`config.mk`:
```
export PLATFORM = sky130hd
export DESIGN_NAME = multi_roi_centroid
export DESIGN_NICKNAME = d
export VERILOG_FILES = /design/src/rtl/multi_roi_centroid.sv
export SDC_FILE = /design/constraint.sdc
export NUM_CORES = 1
export LEC_CHECK = 0
export ABC_AREA = 1
export CAP_MARGIN = 20
export CORE_ASPECT_RATIO = 1.4
export CORE_MARGIN = 4
export CORE_UTILIZATION = 50
export DETAILED_ROUTE_END_ITERATION = 10
export PLACE_DENSITY = 0.65
export SKIP_CTS_REPAIR_TIMING = 1
export SKIP_LAST_GASP = 1
export SYNTH_ARGS = -nofsm -noshare
export SYNTH_HDL_FRONTEND = slang
export SYNTH_SLANG_ARGS = --single-unit
```
`constraint.sdc`:
```
create_clock -name clk -period 12 [get_ports clk]
set_input_delay 3.6 -clock clk [delete_from_list [all_inputs] [get_ports clk]]
set_output_delay 3.6 -clock clk [all_outputs]
set_load 0.01 [all_outputs]
```
`src/rtl/multi_roi_centroid.sv`:
```
// ============================================================================
//  Module      : multi_roi_centroid
//  Description : Streams a raster image and computes one x-centroid per
//                horizontal band (ROI) at the bottom of the frame. Contributing
//                pixels (pixel_in > THRESHOLD) are accumulated with weight 1 or
//                pixel_in. At each band end the sums go to a shared sequential
//                restoring divider. Per-band results are staged and published
//                together, one cycle after band 0 completes.
//  Ports       : clk         - clock
//                rst         - asynchronous active-low reset
//                pixel_in    - raster-order pixel (PIX_W bits)
//                in_ready    - pixel_in valid this cycle
//                centroid_x  - packed per-band centroids, band k at [k*CX_W +: CX_W]
//                roi_found   - per-band valid mask
//                heading     - signed centroid(NUM_ROI-1) - centroid(0)
//                frame_valid - one-cycle pulse when outputs update
//                line_lost   - high when no band is valid
//  Revision    : 1.0 - initial release
// ============================================================================
`default_nettype none

module multi_roi_centroid #(
    parameter int IMG_W      = 640,
    parameter int IMG_H      = 480,
    parameter int PIX_W      = 4,
    parameter int NUM_ROI    = 4,
    parameter int ROI_HEIGHT = 64,
    parameter int THRESHOLD  = 0,
    parameter int WEIGHTED   = 0,
    parameter int MIN_WEIGHT = 1,
    localparam int CX_W      = $clog2(IMG_W) + 1
) (
    input  logic                      clk,
    input  logic                      rst,
    input  logic [PIX_W-1:0]          pixel_in,
    input  logic                      in_ready,
    output logic [NUM_ROI*CX_W-1:0]   centroid_x,
    output logic [NUM_ROI-1:0]        roi_found,
    output logic signed [CX_W:0]      heading,
    output logic                      frame_valid,
    output logic                      line_lost
);

    localparam int X_W   = $clog2(IMG_W);
    localparam int Y_W   = $clog2(IMG_H);
    localparam int ACC_W = PIX_W + $clog2(IMG_W * ROI_HEIGHT) + 1;
    localparam int SXW_W = ACC_W + CX_W;
    localparam int CNT_W = $clog2(SXW_W + 1);
    localparam int B_W   = (NUM_ROI > 1) ? $clog2(NUM_ROI) : 1;

    localparam logic [X_W-1:0]   X_LAST  = X_W'(IMG_W - 1);
    localparam logic [Y_W-1:0]   Y_LAST  = Y_W'(IMG_H - 1);
    localparam logic [31:0]      THR_C   = 32'(THRESHOLD);
    localparam logic [ACC_W-1:0] MIN_W_C = ACC_W'(MIN_WEIGHT);

    typedef enum logic [1:0] {S_IDLE = 2'd0, S_DIV = 2'd1, S_STORE = 2'd2} state_t;

    state_t                    state_q;
    logic [X_W-1:0]            x_q;
    logic [Y_W-1:0]            y_q;
    logic [ACC_W-1:0]          sum_w_q, sum_w_d;
    logic [SXW_W-1:0]          sum_xw_q, sum_xw_d;
    logic [ACC_W-1:0]          rem_q, div_q;
    logic [SXW_W-1:0]          quo_q;       // dividend shifts out, quotient shifts in
    logic [CNT_W-1:0]          cnt_q;
    logic [B_W-1:0]            div_band_q;
    logic [NUM_ROI*CX_W-1:0]   stage_cx_q, stage_cx_d;
    logic [NUM_ROI-1:0]        stage_found_q, stage_found_d;
    logic [NUM_ROI*CX_W-1:0]   centroid_x_q;
    logic [NUM_ROI-1:0]        roi_found_q;
    logic [CX_W:0]             heading_q;
    logic                      frame_valid_q, line_lost_q;

    logic                      w_in_band, w_band_last, w_hit, w_band_end, w_band_ok;
    logic                      w_publish, w_ge;
    logic [B_W-1:0]            w_band;
    logic [ACC_W-1:0]          w_weight;
    logic [ACC_W:0]            w_trial, w_sub;
    logic [CX_W-1:0]           w_cx_top, w_cx_bot;
    logic [CX_W:0]             w_heading;
    logic [31:0]               w_y32;

    // Band lookup: band k spans rows IMG_H-(k+1)*ROI_HEIGHT .. IMG_H-k*ROI_HEIGHT-1.
    always_comb begin
        w_in_band   = 1'b0;
        w_band      = '0;
        w_band_last = 1'b0;
        w_y32       = 32'(y_q);
        for (int k = 0; k < NUM_ROI; k++) begin
            if ((w_y32 >= 32'(IMG_H - (k + 1) * ROI_HEIGHT)) &&
                (w_y32 <= 32'(IMG_H - k * ROI_HEIGHT - 1))) begin
                w_in_band   = 1'b1;
                w_band      = B_W'(k);
                w_band_last = (w_y32 == 32'(IMG_H - k * ROI_HEIGHT - 1));
            end
        end
    end

    always_comb begin
        w_hit    = in_ready && w_in_band && (32'(pixel_in) > THR_C);
        w_weight = '0;
        if (w_hit) begin
            w_weight = (WEIGHTED != 0) ? ACC_W'(pixel_in) : ACC_W'(1);
        end
        // Next sums include the current pixel so the band's last pixel is
        // part of what gets handed to the divider.
        sum_w_d    = sum_w_q + w_weight;
        sum_xw_d   = sum_xw_q + SXW_W'(x_q) * SXW_W'(w_weight);
        w_band_end = in_ready && w_in_band && w_band_last && (x_q == X_LAST);
        w_band_ok  = (sum_w_d >= MIN_W_C) && (sum_w_d != '0);

        // One restoring step: shift in the next dividend bit, subtract if it fits.
        w_trial = {rem_q, quo_q[SXW_W-1]};
        w_ge    = (w_trial >= {1'b0, div_q});
        w_sub   = w_trial - {1'b0, div_q};

        stage_cx_d    = stage_cx_q;
        stage_found_d = stage_found_q;
        w_publish     = 1'b0;
        if (state_q == S_STORE) begin
            stage_cx_d[int'(div_band_q) * CX_W +: CX_W] = quo_q[CX_W-1:0];
            stage_found_d[div_band_q]                   = 1'b1;
            w_publish                                   = (div_band_q == '0);
        end
        if (w_band_end && !w_band_ok) begin
            stage_cx_d[int'(w_band) * CX_W +: CX_W] = '0;
            stage_found_d[w_band]                   = 1'b0;
            w_publish                               = (w_band == '0);
        end

        w_cx_top  = stage_cx_d[(NUM_ROI - 1) * CX_W +: CX_W];
        w_cx_bot  = stage_cx_d[0 +: CX_W];
        w_heading = '0;
        if (stage_found_d[NUM_ROI-1] && stage_found_d[0]) begin
            w_heading = {1'b0, w_cx_top} - {1'b0, w_cx_bot};
        end
    end

    always_ff @(posedge clk or negedge rst) begin
        if (!rst) begin
            state_q       <= S_IDLE;
            x_q           <= '0;
            y_q           <= '0;
            sum_w_q       <= '0;
            sum_xw_q      <= '0;
            rem_q         <= '0;
            div_q         <= '0;
            quo_q         <= '0;
            cnt_q         <= '0;
            div_band_q    <= '0;
            stage_cx_q    <= '0;
            stage_found_q <= '0;
            centroid_x_q  <= '0;
            roi_found_q   <= '0;
            heading_q     <= '0;
            frame_valid_q <= 1'b0;
            line_lost_q   <= 1'b1;
        end else begin
            if (in_ready) begin
                if (x_q == X_LAST) begin
                    x_q <= '0;
                    y_q <= (y_q == Y_LAST) ? '0 : y_q + 1'b1;
                end else begin
                    x_q <= x_q + 1'b1;
                end
            end

            if (w_band_end) begin
                sum_w_q  <= '0;
                sum_xw_q <= '0;
            end else begin
                sum_w_q  <= sum_w_d;
                sum_xw_q <= sum_xw_d;
            end

            stage_cx_q    <= stage_cx_d;
            stage_found_q <= stage_found_d;

            case (state_q)
                S_IDLE: begin
                    if (w_band_end && w_band_ok) begin
                        quo_q      <= sum_xw_d;
                        div_q      <= sum_w_d;
                        rem_q      <= '0;
                        cnt_q      <= '0;
                        div_band_q <= w_band;
                        state_q    <= S_DIV;
                    end
                end
                S_DIV: begin
                    rem_q <= w_ge ? w_sub[ACC_W-1:0] : w_trial[ACC_W-1:0];
                    quo_q <= {quo_q[SXW_W-2:0], w_ge};
                    cnt_q <= cnt_q + 1'b1;
                    if (cnt_q == CNT_W'(SXW_W - 1)) begin
                        state_q <= S_STORE;
                    end
                end
                S_STORE: state_q <= S_IDLE;
                default: state_q <= S_IDLE;
            endcase

            frame_valid_q <= w_publish;
            if (w_publish) begin
                centroid_x_q <= stage_cx_d;
                roi_found_q  <= stage_found_d;
                heading_q    <= w_heading;
                line_lost_q  <= (stage_found_d == '0);
            end
        end
    end

    assign centroid_x  = centroid_x_q;
    assign roi_found   = roi_found_q;
    assign heading     = heading_q;
    assign frame_valid = frame_valid_q;
    assign line_lost   = line_lost_q;

endmodule

`default_nettype wire

```
==> flow_summary.yaml, run 1 <==
outcome:
  status: "finished clean"
clock_network:
  path_clk_slew_ns: 0.07
  clock_latency_ns: 0.54
  cts_tree: "built"
  clockBufferDepth: 3
  root_buffer: "clkbuf_16"
  numCtsBuffers: 27
  htree_levels: 1
  cts_sinks: 266
timing:
  whs_ns: 0.4740
  fin_crit_ns: 8.653
  relSlewSlack: 0.2529
  final_hold_viol_count: 0
  timing.setup.tns_ns: 0
  fin_skew_ns: 0.01089
  max_freq_mhz: 115.6
  rsz0062_at_grt: "no"
  drv_slew: 0
  setup_viol: 0
  finalCritPeriodShare: 0.7211
  worstMarginPinSlew_ns: 1.112
logic_synthesis:
  synth_cell_types: 51
  synth_warnings: 0
  synth_area_um2: 14470
  synth_cells: 1791
  netlist_top_cells_area: "dfrtp_1 46%, nand2_1 11%, inv_1 5.2%"
  synth_largest_area_cell: "dfrtp_1"
  postSynthAreaPerCell_um2: 8.077
  async_reset_ff_frac: 1.000
  yosysSeqAreaShare: 0.4603
  yosysTopAreaCellShare: 0.4584
  synth_edf_count: 0
  syn_nets: 1857
  ys_ff_latch: 266
  ys.flop_type: "dfrtp_1"
die:
  dieArea_um2: 31750
  core_area_um2: 28500
  io_pins: 69
  fp.dieH_um: 209.3
  rows: 73
  initial_core_util: 0.5076
  die_width_um: 151.8
setup_path:
  startpoint_type: "input pin"
  slowest_delay_ns: 0.73
  slowest_stage: "clkdlybuf4s50_1"
  path_delay_family: "simple AND/OR/NAND/NOR gates"
  crit_arrival_ns: 9.08
  ff2ff_setup_slack_ns: 5.69
  path_max_fanout: 17
  crit_path_end_kind: "flop"
  worstPathRequired_ns: 12.42
  crit_type: "in2reg"
  path_buf_inv: 2
  crit_top_cell: "nand2_1"
grt:
  antenna_found_initial: 0
  overflow: 0
  track_usage: 0.2343
  grt_pass1_wl_um: 60390
  grt_pass1_vias: 11900
  grt_max_degree: 178
power:
  swShare: 0.2940
  p_clk_frac: 0.378
  p_int_w: 0.001580
  p_comb_frac: 0.173
  power_density_nw_per_um2: 138.0
  sequentialPowerShare: 0.449
  total_leakage_power_nw: 7.716
  peakVddDrop_v: 0.0001037
  p_sw_w: 0.0006580
final_layout:
  area_delta_synth_final_pct: 12.14
  nets: 1899
  instances_no_fill: 2227
  drive_above_1_share: 0.06048
  insertedDiodeCount: 0
  final_util: 0.5692
  design_area_um2: 16220
drt:
  drc: 0
  vias: 11910
  wl_um: 36580
  drt-vias-per-instance: 5.347
  drt_first_pass_iters: 5
  routedWlPerCell_um: 16.43
  drtIter0Drc: 662
  drtAntennaViolNets: 0
placement:
  dpl_cell_area_um2: 15340
  place_hpwl_um: 26710
  dp_cells: 2179
  routabilityCongestion: 0.9091
  io_buffers: 68
run:
  cap_viol_max_count: 0
min_path:
  hp-class: "reg2reg"
cells in the final DEF (no fill, tap or decap), types with 28 or more instances in the layout:
cell type and count:
a21oi_1 71, clkdlybuf4s50_1 67, dfrtp_1 265, ha_1 56
inv_1 200, nand2_1 438, nand3_1 100, nor2_1 184
o211ai_1 38, o21ai_0 113, o21ai_1 28, xor2_1 34
cell type report:
class / instances / area [um^2]
Fill cell: 2690 / 12280
Multi-Input combinational cell: 1255 / 6684
Clock buffer: 39 / 770.7
Clock inverter: 9 / 108.9
Inverter: 210 / 795.8
Sequential cell: 266 / 6658
Timing Repair Buffer: 73 / 735.7
Tap cell: 375 / 469.2
per-stage QoR:
stage,setup WS [ns],power [W]
finish,3.347,0.002238
global route,2.927,0.002360
detailed placement,2.788,0.001410
floorplan,4.555,0.001298
global placement,3.006,0.001400
CTS,3.343,0.002263
state kept, by name, indices dropped and copies added (netlist names):
signal,flops
centroid_x,44
cnt_q,6
div_band_q,2
div_q,21
frame_valid,1
heading,12
line_lost,1
quo_q,32
rem_q,21
roi_found,4
stage_cx_q,44
stage_found_q,4
state_q,2
sum_w_q,21
sum_xw_q,32
x_q,10
y_q,9
kinds of logic (layout without fill, tap and decap cells):
logic type / after synthesis / in the layout / share of synthesized area
AOI/OAI and AO/OA: 316 / 316 / 0.1300
xor gates and xnor gates: 60 / 60 / 0.03633
adders and majority gates: 59 / 59 / 0.05259
buffers and inverters: 270 / 331 / 0.07785
DFF: 266 / 266 / 0.4603
and+or+nand+nor: 820 / 820 / 0.2430
worst paths after layout:
path / startpoint / endpoint / cells after the start
worst max-delay path: in_ready / heading[10] / 26
worst min-delay path: centroid_x[25] / centroid_x[25] / 2
worst max register to register: y_q[1] / heading[10] / 32
worst min register to register: centroid_x[25] / centroid_x[25] / 2
max in group asynchronous: rst / div_q[9] / 2
min in group asynchronous: rst / cnt_q[1] / 1
synthesized netlist by cell type (all sizes together) (4+ instances only):
master	count
nand2	452
dfrtp	265
inv	207
nor2	196
o21ai	163
nand3	106
a21oi	71
ha	56
o211ai	38
xor2	34
buf	32
clkbuf	28
xnor2	26
nor3	23
nand4	18
nor4	14
a22oi	9
a32oi	7
nand3b	6
a21o	4
o21bai	4
power groups by stage:
stage	registers [W]	logic (W)	clock network, W
final	0.00100	0.000387	0.000847
after global routing	0.00101	0.000444	0.000904
after CTS	0.00100	0.000392	0.000867
after detailed placement	0.00102	0.000390	0
after global placement	0.00102	0.000381	0
after floorplan	0.00101	0.000290	0
layer usage:
metal  vias to the layer above  share of wire  track usage
met5                         -              0            0
met4                         0          0.030      0.07473
met3                        63          0.033      0.02203
met2                       228           0.53       0.4263
met1                      5692           0.41       0.2900
li1                       5925              -            -
worst reg2reg max path: cells and delay by family, from the launching register on:
family,cells,cell delay [ns]
buffers and inverters,1,0.07
AND/OR/NAND/NOR,18,2.60
AO/OA/AOI/OAI,6,1.39
adder cells (fa/ha/maj),5,1.43
XOR/XNOR,2,0.35
flip-flops,1,0.39
No activity file was read; power rests on OpenSTA's default activity.
==> run 2: changes to the inputs <==
==> constraint.sdc (replaced) <==
create_clock -name clk -period 8.6 [get_ports clk]
set_input_delay 2.58 -clock clk [delete_from_list [all_inputs] [get_ports clk]]
set_output_delay 2.58 -clock clk [all_outputs]
set_load 0.01 [all_outputs]
==> run 2 against run 1 <==
Clock skew up 0.014 ns; largest power group unchanged; combinational power up 41%; final area up 0.59%; critical path depth down 1; wire length up 1.4%; global-route usage up 0.20 points; critical endpoint is now heading[9]; register-to-register slack worse by 3.1 ns; die area unchanged; first-iteration DRC count down 11%.
==> flow_summary.yaml, run 2 (synthesis results as in run 1) <==
clock_network:
  cts_sinks: 266
  clock_latency_ns: 0.55
  htree_levels: 1
  root_buffer: "clkbuf_16"
  cts_tree: "built"
  numCtsBuffers: 27
  path_clk_slew_ns: 0.06
  clockBufferDepth: 3
grt:
  grt_pass1_vias: 12070
  track_usage: 0.2364
  grt_pass1_wl_um: 61000
  overflow: 0
  antenna_found_initial: 1
  grt_max_degree: 135
drt:
  drt_first_pass_iters: 5
  drt-vias-per-instance: 5.389
  vias: 12020
  drc: 0
  routedWlPerCell_um: 16.62
  drtIter0Drc: 587
  drtAntennaViolNets: 0
  m1WireLength_um: 15020
  top_layer_used: "met4"
  wl_met3_um: 1239
  wl_um: 37080
  wl_met2_um: 19220
die:
  dieArea_um2: 31750
  die_width_um: 151.8
  rows: 73
  io_pins: 69
  initial_core_util: 0.5076
  core_area_um2: 28500
  fp.dieH_um: 209.3
min_path:
  hp-class: "reg2reg"
timing:
  fin_crit_ns: 7.349
  final_hold_viol_count: 0
  finalCritPeriodShare: 0.8546
  fin_skew_ns: 0.02500
  rsz0062_at_grt: "no"
  relSlewSlack: 0.2109
  max_freq_mhz: 136.1
  setup_viol: 0
  worstMarginPinSlew_ns: 1.175
  timing.setup.tns_ns: 0
  drv_slew: 0
final_layout:
  nets: 1900
  instances_no_fill: 2231
  area_delta_synth_final_pct: 12.81
  drive_above_1_share: 0.06469
  final_common_cell: "nand2_1"
  fill_cells: 2636
  layout_common_cells: "438 x nand2_1, 265 x dfrtp_1, 200 x inv_1"
power:
  p_clk_frac: 0.395
  peakVddDrop_v: 0.0001624
  swShare: 0.2927
  p_int_w: 0.002280
  power_density_nw_per_um2: 197.5
  total_leakage_power_nw: 7.761
  sequentialPowerShare: 0.436
  p_comb_frac: 0.170
  p_sw_w: 0.0009431
setup_path:
  crit_path_end_kind: "flop"
  path_max_fanout: 12
  crit_arrival_ns: 7.79
  crit_type: "in2reg"
  startpoint_type: "input pin"
  worstPathRequired_ns: 9.04
run:
  cap_viol_max_count: 0
placement:
  dp_cells: 2180
  place_hpwl_um: 27050
  routabilityCongestion: 0.9389
  io_buffers: 68
outcome:
  status: "finished clean"
run 2: layout make-up:
type                       count  area (um^2)  area share
antenna                        1        2.502   0.0001534
tap                          375        469.2     0.02875
clock inverter                18        241.5     0.01480
multi-input combinational   1255         6684      0.4096
timing repair buffer          74        743.2     0.04555
clock buffer                  32        724.4     0.04439
sequential                   266         6658      0.4080
inverter                     210        795.8     0.04877
run 2: per-layer routing:
layer	vias up	GRT usage
li1	5937	-
met1	5763	0.2841
met2	238	0.4286
met3	84	0.02160
met4	0	0.09736
met5	-	0
run 2: critical path, stage by stage:
cell and delay, ns:
clkdlybuf4s50_1 0.69, o21ai_2 0.14, a41oi_1 0.28, ha_1 0.38
ha_1 0.27, nand3_1 0.17, nor2_2 0.19, nand2_1 0.08
xor2_1 0.22, nand2_1 0.08, nor2_1 0.12, nand3_2 0.15
nor2_8 0.20, nand3_2 0.28, nand2_1 0.19, inv_1 0.07
ha_1 0.35, nand2_1 0.07, o21ai_0 0.45, a21oi_1 0.18
o21ai_0 0.25, xnor2_1 0.15, inv_1 0.06, nand3_1 0.08
nand2_1 0.06
run 2: path summary, 6_finish.rpt:
check / start / endpoint / slack, ns / depth (start not counted)
setup / recovery: in_ready / heading[9] / 1.25 / 25
hold / removal: centroid_x[29] / centroid_x[29] / 0.47 / 2
setup reg to reg: y_q[0] / heading[9] / 2.57 / 31
hold reg to reg: centroid_x[29] / centroid_x[29] / 0.47 / 2
max in group asynchronous: rst / div_q[18] / 5.13 / 2
min in group asynchronous: rst / cnt_q[0] / 2.15 / 1
run 2: power by group through the flow:
stage	logic, W	registers, W	clock network [W]
6_report	0.000547	0.00140	0.00127
5_1_grt	0.000628	0.00141	0.00135
4_1_cts	0.000550	0.00140	0.00130
3_5_place_dp	0.000546	0.00142	0
3_3_place_gp	0.000533	0.00142	0
2_1_floorplan	0.000404	0.00141	0
run 2: metrics by stage:
| stage | total power [W] | utilization | setup slack, ns | cell area, um^2 | hold WS (ns) |
|---|---|---|---|---|---|
| finish | 0.003223 | 0.5726 | 1.251 | 16320 | 0.4685 |
| floorplan | 0.001811 | - | 2.175 | 14470 | 0.4530 |
| detailed placement | 0.001970 | 0.5386 | 0.7872 | 15350 | 0.4587 |
| global placement | 0.001956 | 0.5386 | 0.8999 | 15350 | 0.4563 |
| global route | 0.003395 | 0.5726 | 0.8902 | 16320 | 0.4992 |
| CTS | 0.003250 | 0.5725 | 1.375 | 16320 | 0.4728 |
==> edit, RTL diff (settings of run 2) <==
Re-encode `state_t` (3 states) as one-hot, 3 bits wide.
--- a/src/rtl/multi_roi_centroid.sv
+++ b/src/rtl/multi_roi_centroid.sv
@@ -53,7 +53,7 @@
     localparam logic [31:0]      THR_C   = 32'(THRESHOLD);
     localparam logic [ACC_W-1:0] MIN_W_C = ACC_W'(MIN_WEIGHT);
 
-    typedef enum logic [1:0] {S_IDLE = 2'd0, S_DIV = 2'd1, S_STORE = 2'd2} state_t;
+    typedef enum logic [2:0] {S_IDLE = 3'b001, S_DIV = 3'b010, S_STORE = 3'b100} state_t;
 
     state_t                    state_q;
     logic [X_W-1:0]            x_q;
Function: no difference found for any inputs over 4 cycles, from zero or initial values and one cycle with rst low; so few cycles prove little.
==> edit against run 2 <==
- wire length is essentially flat
- area after synthesis is 1.7% higher
- final area increased by 2.1%
- core utilization grew 0.058 points
- total power grew 3.7%
- first-iteration DRC count up 28%
- worst setup slack lost 0.25 ns
- sequential cell count rose by 1
- critical endpoint unchanged
==> edit: results (changes against run 2) <==
Design Area, Final 16700 sq um (+2.1%); GPL Wtd Cong 0.934 (-0.55%); routed len/inst 15.9 um (-4.4%); hold endpoint centroid_x[18]; hold_sp centroid_x[18]; clkbuf count 38 (+19%); antenna violations before repair 0 (-1); drt total wl 37100 um (about the same); dpl cell area 15600 sq um (+1.7%); share of layout cells above drive strength 1 7.43% (+0.96 points); dpl ws 0.527 ns (-0.260 ns); min cycle time layout 7.60 ns (+0.251 ns); R2R cell count 33 (+6.5%); placed cells 2277 (+4.4%); FF-to-FF Start y_q[5]; VDD IR max 0.000134 V (-17%); met1 WL 15600 um (+4.1%); register area 6680 sq um (+0.39%); number of multi-input logic gates 1309 (+4.3%); largest net degree at the start of global routing 130 (-3.7%); multi-input logic area 6770 sq um (+1.2%); clk buf depth 3 (unchanged); DR vias 12300 (+2.2%); syn_area_per_cell 7.82 sq um (-3.2%); top cells by count, synth nand2_1, dfrtp_1, inv_1; internal power 2380 uW (+4.5%); Repair and plain buffers 79 (+6.8%); met3 GRT Util 2.21% (+0.054 points); DIE AREA 32300 sq um (+1.6%); sequential fraction of the synthesis area 45.4% (-0.59 points); max_slew headroom 34.5% (+13 points); # diodes 0 (-1); P_leak 0.00840 uW (+8.2%); Net count, final 1995 (+5.0%); clk slew on worst S/H paths 0.06 ns (about the same); CTS Buf Count 28 (+3.7%); Largest stage delay, worst path 0.62 ns (-0.07 ns); asr flop ratio synth 100% (unchanged); Non-clk invs 244 (+16%); Critical Path AT 8.04 ns (+0.25 ns); clock skew 0.0143 ns (-0.0107 ns); M2 GR Usage 41.4% (-1.5 points); WL met2 18600 um (-3.2%); internal reg-to-reg setup slack 2.20 ns (-0.37 ns); met3 WL 1220 um (-1.5%); GR Util met1 28.5% (+0.049 points); Hold Slack 0.480 ns (+0.0114 ns); fraction of cell area in non-clock buffers 4.67% (+0.12 points); Filler cells 2773 (+5.2%); flops & latches, synth 267 (+0.38%); first-pass GRT wire length 61500 um (+0.79%); Cell variety after synth 50 (-2.0%); gr usage total 23.1% (-0.57 points); Layout clock area frac 6.25% (+0.33 points); post-DP HPWL 27000 um (-0.17%); status finished clean
edit: cell types whose count changed in the layout (fill, tap and decap cells not counted), sizes merged, moves of 9 or more:
cell | before | now
a21oi | 71 | 105
a22oi | 9 | 0
inv | 209 | 243
nand2 | 452 | 512
nand3 | 106 | 80
nand4 | 18 | 28
o211ai | 38 | 9
or2 | 3 | 16
edit: kinds of logic (layout without fill, tap and decap cells):
group	after synthesis	in the layout	share of synthesized area [%]
buf+inv	305	375	8.61
mux	1	1	0.0680
flops	267	267	45.4
xor+xnor	52	52	3.10
simple gates	881	881	25.6
fa+ha+maj	59	59	5.17
compound gates	316	316	12.1
edit: power by group through the flow:
stage / Combinational [uW] / Clock, uW / Sequential, uW
finish: 574 / 1350 / 1420
global route: 660 / 1440 / 1430
CTS: 578 / 1380 / 1420
detailed placement: 576 / 0 / 1440
global placement: 568 / 0 / 1440
floorplan: 427 / 0 / 1420
